===== config.mk =====
export PLATFORM = sky130hd
export DESIGN_NAME = clock_set_ctrl
export DESIGN_NICKNAME = d
export VERILOG_FILES = /design/src/rtl/clock_set_ctrl.sv
export SDC_FILE = /design/constraint.sdc
export NUM_CORES = 1
export LEC_CHECK = 0
export CORE_MARGIN = 1
export CORE_UTILIZATION = 35
export DETAILED_ROUTE_END_ITERATION = 16
export PLACE_DENSITY = 0.61
export SLEW_MARGIN = 20
export SYNTH_ARGS = -nofsm -noshare
export SYNTH_HDL_FRONTEND = slang
export SYNTH_SLANG_ARGS = --single-unit

===== constraint.sdc =====
create_clock -name clk -period 3.3 [get_ports clk]
set_clock_uncertainty 0.2 [all_clocks]
set_input_delay 0.825 -clock clk [delete_from_list [all_inputs] [get_ports clk]]
set_output_delay 0.825 -clock clk [all_outputs]
set_load 0.01 [all_outputs]

===== src/rtl/clock_set_ctrl.sv =====
// Time-setting controller: debounced buttons drive an edit FSM that
// shadows the live time, lets the user adjust hour/minute/second with
// wrap-around, blinks the selected field and commits with a load pulse.
module clock_set_ctrl #(
   parameter int unsigned DEB_CYC     = 2000000,
   parameter int unsigned BLINK_CYC   = 25000000,
   parameter int unsigned TIMEOUT_CYC = 1000000000
) (
   input  logic       clk,
   input  logic       rst,
   input  logic [4:0] key,
   input  logic [7:0] cur_hour,
   input  logic [7:0] cur_min,
   input  logic [7:0] cur_sec,
   output logic       editing,
   output logic       load,
   output logic [7:0] set_hour,
   output logic [7:0] set_min,
   output logic [7:0] set_sec,
   output logic [7:0] digit_blank
);

   localparam int unsigned NKEY    = 5;
   localparam int unsigned DEB_W   = $clog2(DEB_CYC + 1);
   localparam int unsigned BLINK_W = $clog2(BLINK_CYC + 1);
   localparam int unsigned TO_W    = $clog2(TIMEOUT_CYC + 1);

   localparam logic [2:0] RUN    = 3'd0;
   localparam logic [2:0] EDIT_H = 3'd1;
   localparam logic [2:0] EDIT_M = 3'd2;
   localparam logic [2:0] EDIT_S = 3'd3;
   localparam logic [2:0] COMMIT = 3'd4;

   localparam logic [7:0] MASK_H = 8'b0000_0011;
   localparam logic [7:0] MASK_M = 8'b0001_1000;
   localparam logic [7:0] MASK_S = 8'b1100_0000;

   logic [NKEY-1:0]  sync1, sync2;
   logic [NKEY-1:0]  deb, deb_d, armed;
   logic [DEB_W-1:0] deb_cnt [NKEY];
   logic [NKEY-1:0]  press;

   logic ev_mode, ev_left, ev_right, ev_up, ev_down;

   logic [2:0]         state, state_nxt;
   logic [7:0]         hour_nxt, min_nxt, sec_nxt;
   logic               idle_clr, blink_clr;
   logic [TO_W-1:0]    idle_cnt, idle_nxt;
   logic [BLINK_W-1:0] blink_cnt, blink_nxt;
   logic               phase, phase_nxt;
   logic               edit_nxt;
   logic [7:0]         blank_nxt;

   // Two-flop synchronizer for the raw buttons
   always_ff @(posedge clk) begin
      if (rst) begin
         sync1 <= '0;
         sync2 <= '0;
      end else begin
         sync1 <= key;
         sync2 <= sync1;
      end
   end

   // Debouncer; a key is armed only after it has been seen released for
   // DEB_CYC cycles, so a button held through reset never fires
   always_ff @(posedge clk) begin
      if (rst) begin
         deb   <= '0;
         deb_d <= '0;
         armed <= '0;
         for (int i = 0; i < NKEY; i++) deb_cnt[i] <= '0;
      end else begin
         deb_d <= deb;
         for (int i = 0; i < NKEY; i++) begin
            if (!armed[i]) begin
               if (sync2[i]) begin
                  deb_cnt[i] <= '0;
               end else if (deb_cnt[i] == DEB_W'(DEB_CYC - 1)) begin
                  armed[i]   <= 1'b1;
                  deb_cnt[i] <= '0;
               end else begin
                  deb_cnt[i] <= deb_cnt[i] + DEB_W'(1);
               end
            end else if (sync2[i] == deb[i]) begin
               deb_cnt[i] <= '0;
            end else if (deb_cnt[i] == DEB_W'(DEB_CYC - 1)) begin
               deb[i]     <= sync2[i];
               deb_cnt[i] <= '0;
            end else begin
               deb_cnt[i] <= deb_cnt[i] + DEB_W'(1);
            end
         end
      end
   end

   // Press events on debounced rising edges, reduced to the single winner
   assign press    = deb & ~deb_d;
   assign ev_mode  = press[0];
   assign ev_left  = press[1] & ~press[0];
   assign ev_right = press[2] & ~(|press[1:0]);
   assign ev_up    = press[3] & ~(|press[2:0]);
   assign ev_down  = press[4] & ~(|press[3:0]);

   // State register
   always_ff @(posedge clk) begin
      if (rst) state <= RUN;
      else     state <= state_nxt;
   end

   // Next state, shadow arithmetic, idle/blink counters and output values
   always_comb begin
      state_nxt = state;
      hour_nxt  = set_hour;
      min_nxt   = set_min;
      sec_nxt   = set_sec;
      idle_clr  = 1'b0;
      blink_clr = 1'b0;
      idle_nxt  = '0;
      blink_nxt = '0;
      phase_nxt = 1'b0;
      blank_nxt = '0;

      case (state)
         RUN: begin
            if (ev_mode) begin
               state_nxt = EDIT_H;
               hour_nxt  = (cur_hour < 8'd24) ? cur_hour : 8'd0;
               min_nxt   = (cur_min  < 8'd60) ? cur_min  : 8'd0;
               sec_nxt   = (cur_sec  < 8'd60) ? cur_sec  : 8'd0;
               idle_clr  = 1'b1;
               blink_clr = 1'b1;
            end
         end
         EDIT_H, EDIT_M, EDIT_S: begin
            if (ev_mode) begin
               state_nxt = COMMIT;
               idle_clr  = 1'b1;
            end else if (ev_right) begin
               state_nxt = (state == EDIT_H) ? EDIT_M :
                           (state == EDIT_M) ? EDIT_S : EDIT_H;
               idle_clr  = 1'b1;
               blink_clr = 1'b1;
            end else if (ev_left) begin
               state_nxt = (state == EDIT_H) ? EDIT_S :
                           (state == EDIT_S) ? EDIT_M : EDIT_H;
               idle_clr  = 1'b1;
               blink_clr = 1'b1;
            end else if (ev_up || ev_down) begin
               idle_clr  = 1'b1;
               blink_clr = 1'b1;
               case (state)
                  EDIT_H: begin
                     if (ev_up) hour_nxt = (set_hour >= 8'd23) ? 8'd0 : set_hour + 8'd1;
                     else       hour_nxt = (set_hour == 8'd0) ? 8'd23 : set_hour - 8'd1;
                  end
                  EDIT_M: begin
                     if (ev_up) min_nxt = (set_min >= 8'd59) ? 8'd0 : set_min + 8'd1;
                     else       min_nxt = (set_min == 8'd0) ? 8'd59 : set_min - 8'd1;
                  end
                  default: begin
                     if (ev_up) sec_nxt = (set_sec >= 8'd59) ? 8'd0 : set_sec + 8'd1;
                     else       sec_nxt = (set_sec == 8'd0) ? 8'd59 : set_sec - 8'd1;
                  end
               endcase
            end else if (idle_cnt == TO_W'(TIMEOUT_CYC - 1)) begin
               state_nxt = RUN;
            end
         end
         COMMIT:  state_nxt = RUN;
         default: state_nxt = RUN;
      endcase

      edit_nxt = (state_nxt == EDIT_H) || (state_nxt == EDIT_M) ||
                 (state_nxt == EDIT_S);

      if (edit_nxt && !idle_clr) idle_nxt = idle_cnt + TO_W'(1);

      if (edit_nxt && !blink_clr) begin
         if (blink_cnt == BLINK_W'(BLINK_CYC - 1)) begin
            blink_nxt = '0;
            phase_nxt = ~phase;
         end else begin
            blink_nxt = blink_cnt + BLINK_W'(1);
            phase_nxt = phase;
         end
      end

      if (phase_nxt) begin
         case (state_nxt)
            EDIT_H:  blank_nxt = MASK_H;
            EDIT_M:  blank_nxt = MASK_M;
            EDIT_S:  blank_nxt = MASK_S;
            default: blank_nxt = '0;
         endcase
      end
   end

   // Registered outputs and datapath
   always_ff @(posedge clk) begin
      if (rst) begin
         editing     <= 1'b0;
         load        <= 1'b0;
         set_hour    <= '0;
         set_min     <= '0;
         set_sec     <= '0;
         digit_blank <= '0;
         idle_cnt    <= '0;
         blink_cnt   <= '0;
         phase       <= 1'b0;
      end else begin
         editing     <= (state_nxt != RUN);
         load        <= (state_nxt == COMMIT);
         set_hour    <= hour_nxt;
         set_min     <= min_nxt;
         set_sec     <= sec_nxt;
         digit_blank <= blank_nxt;
         idle_cnt    <= idle_nxt;
         blink_cnt   <= blink_nxt;
         phase       <= phase_nxt;
      end
   end

endmodule


==> flow_summary.yaml <==
routing:
  ant_nets: 0
  wl_met3_um: 756
  wl_met2_mm: 11.06
  drt_first_pass_iters: 7
  drt-total-wl_mm: 23.19
  drcViolationCount: 0
  vias: 8739
  top_layer: "met4"
  post_drt_via_cell_ratio: 4.879
  drt_iter0_markers: 578
  wirelength_met1_mm: 10.94
  wl_per_cell_um: 12.95
global_routing:
  first_global_vias: 8442
  track_usage: 0.1423
  grt_max_degree: 29
  grt_pass1_wl_mm: 39.96
  antenna_found_initial: 0
  overflow: 0
timing:
  relSlewSlack: 0.4712
  worstMarginPinSlew_ns: 0.7859
  final.period_utilization: 0.8317
  fmax_mhz: 364.4
  hold_viol: 0
  setup_violations: 0
  grt_setup_unrepaired: "false"
  fin_crit_ns: 2.745
  slew_violations: 0
  finalSetupTns_ns: 0
logic_synthesis:
  synthCells: 1211
  synth_fa_ha_area_frac: 0.01770
  synth_top_family_by_area: "simple AND/OR/NAND/NOR gates"
  synth-simple-area-share: 0.2711
  netlist_area_um2: 11310
  synth_most_common_cell: "nor2_1"
  synth.area.top_cells: "edfxtp_1, dfxtp_1, nor2_1"
  ys_async_sr_fraction: 0
  yosysWarnings: 0
  ys_seq_area_frac: 0.4789
  synth_compound_area_frac: 0.06860
  synthTopCellsByCount: "nor2_1, dfxtp_1, edfxtp_1"
  synth-edff-count: 105
  synth_top_area_frac: 0.2788
  synth.mux.area_fraction: 0.007192
  yosysTopAreaCell: "edfxtp_1"
  ys_ff_latch: 218
  ys_types: 71
  ys.flop_type: "dfxtp_1"
  postSynthAreaPerCell_um2: 9.338
  synth-xor-area-share: 0.1255
critical_path:
  start_kind: "flip-flop"
  critPathArrivalTime_ns: 1.72
  cp-end-kind: "output port"
  max_stage_delay_ns: 0.62
  cp_max_fo: 12
  cp.required_ns: 2.27
  cp_top_family: "buffers and inverters"
  timing.setup.critical_path_class: "flip-flop to output port"
  slowest_stage: "clkdlybuf4s50_1"
  timing.critical_path.buf_inv: 1
  crit_chain: "clkdlybuf4s50_1"
floorplanning:
  num_rows: 65
  die_h_um: 181.8
  pin_count: 65
  die_width_um: 181.8
  dieArea_um2: 33030
  core_area_um2: 31640
  start_util: 0.3574
cts:
  cts_root_buffer: "clkbuf_16"
  cts_tree: "done"
  hold_buffers: 0
  clk_latency_ns: 0.52
  post_cts_buffers: 0
  cts_max_level: 1
  cts_made_buffers: 26
  clockBufferDepth: 3
  numClockSinks: 218
  clk_pin_slew_worst_paths_ns: 0.06
  cts_resized: 0
power:
  power_density_nw_per_um2: 458.7
  ir_drop_uv: 332.7
  finalPower_w: 0.006242
  p_leak_nw: 4.795
place:
  routabilityCongestion: 0.8034
  dp_hpwl_mm: 16.19
  io_buffers: 62
min_path:
  worstHoldPathType: "flip-flop to flip-flop"
finish:
  area_delta_synth_final_pct: 20.35
  utilization: 0.4302
  drive_gt1_frac: 0.05256
  insertedDiodeCount: 0
  fin_nets: 1416
flow_run:
  drv_cap: 0
run_status:
  status: "completed"
[flip-flops by register name (all words and copies together) (netlist names)]
name         flops
deb_cnt        105
idle_cnt        30
blink_cnt       25
set_hour         8
set_min          8
set_sec          8
armed            5
deb              5
deb_d            5
sync1            5
sync2            5
digit_blank      3
state            3
editing          1
load             1
phase            1
[logic make-up (layout without fill, tap and decap cells)]
group,count (synthesis),count (layout)
simple gates,611,611
flops,218,218
xor+xnor,162,162
compound gates,112,112
buf+inv,82,155
fa+ha+maj,16,16
mux,8,8
other cells,2,107
[layout by cell type (no fill, tap or decap), types with 32 or more instances in the layout]
master	n
a21oi_1	32
and3_1	32
clkdlybuf4s50_1	61
conb_1	107
dfxtp_1	113
edfxtp_1	105
inv_1	34
nand2_1	65
nand3_1	87
nand4_1	32
nor2_1	235
xnor2_1	66
xor2_1	96
[where the power goes]
| group | total [W] | leakage, nW | switching [W] | internal, W |
|---|---|---|---|---|
| combinational | 0.000249 | 2.36 | 0.000133 | 0.000116 |
| clock | 0.00296 | 0.452 | 0.00108 | 0.00187 |
| sequential | 0.00304 | 1.99 | 0.0000925 | 0.00294 |
| total | 0.00624 | 4.79 | 0.00131 | 0.00493 |
[worst paths after layout]
path	end	slack, ns	cells past startpoint	start
hold reg to reg	sync2[3]$_SDFF_PP0_	0.24	1	sync1[3]$_SDFF_PP0_
setup / recovery	set_hour[2]	0.56	1	set_hour[2]$_SDFFE_PP0P_
setup reg to reg	set_min[6]$_SDFFE_PP0P_	0.63	6	deb[0]$_SDFFE_PP0P_
hold / removal	sync2[3]$_SDFF_PP0_	0.24	1	sync1[3]$_SDFF_PP0_
[per-stage QoR]
step | hold slack, ns | setup WS (ns) | area (um^2) | cells
after global placement | 0.2246 | 0.6525 | 12690 | 1743
after global routing | 0.2655 | 0.4546 | 13610 | 1791
final | 0.2366 | 0.5554 | 13610 | 1791
after CTS | 0.2433 | 0.5347 | 13610 | 1791
after detailed placement | 0.2284 | 0.6097 | 12690 | 1743
after floorplan | 0.2138 | 0.9446 | 11700 | 1316
[per-layer routing]
layer	vias to the layer above	global-route usage
met5	-	0
met4	0	0.03153
met3	32	0.01966
met2	139	0.2438
met1	4088	0.1898
li1	4480	-
[cell type report]
class,count,area (um^2)
multi-input cells,1016,5947
inverters,34,127.6
flip-flops and latches,218,5415
clock buffers,45,877.1
fillers,3087,18030
repair buffers,73,698.2
well taps,402,503.0
clock inverters,3,41.29
(Power assumes the default switching activity.)
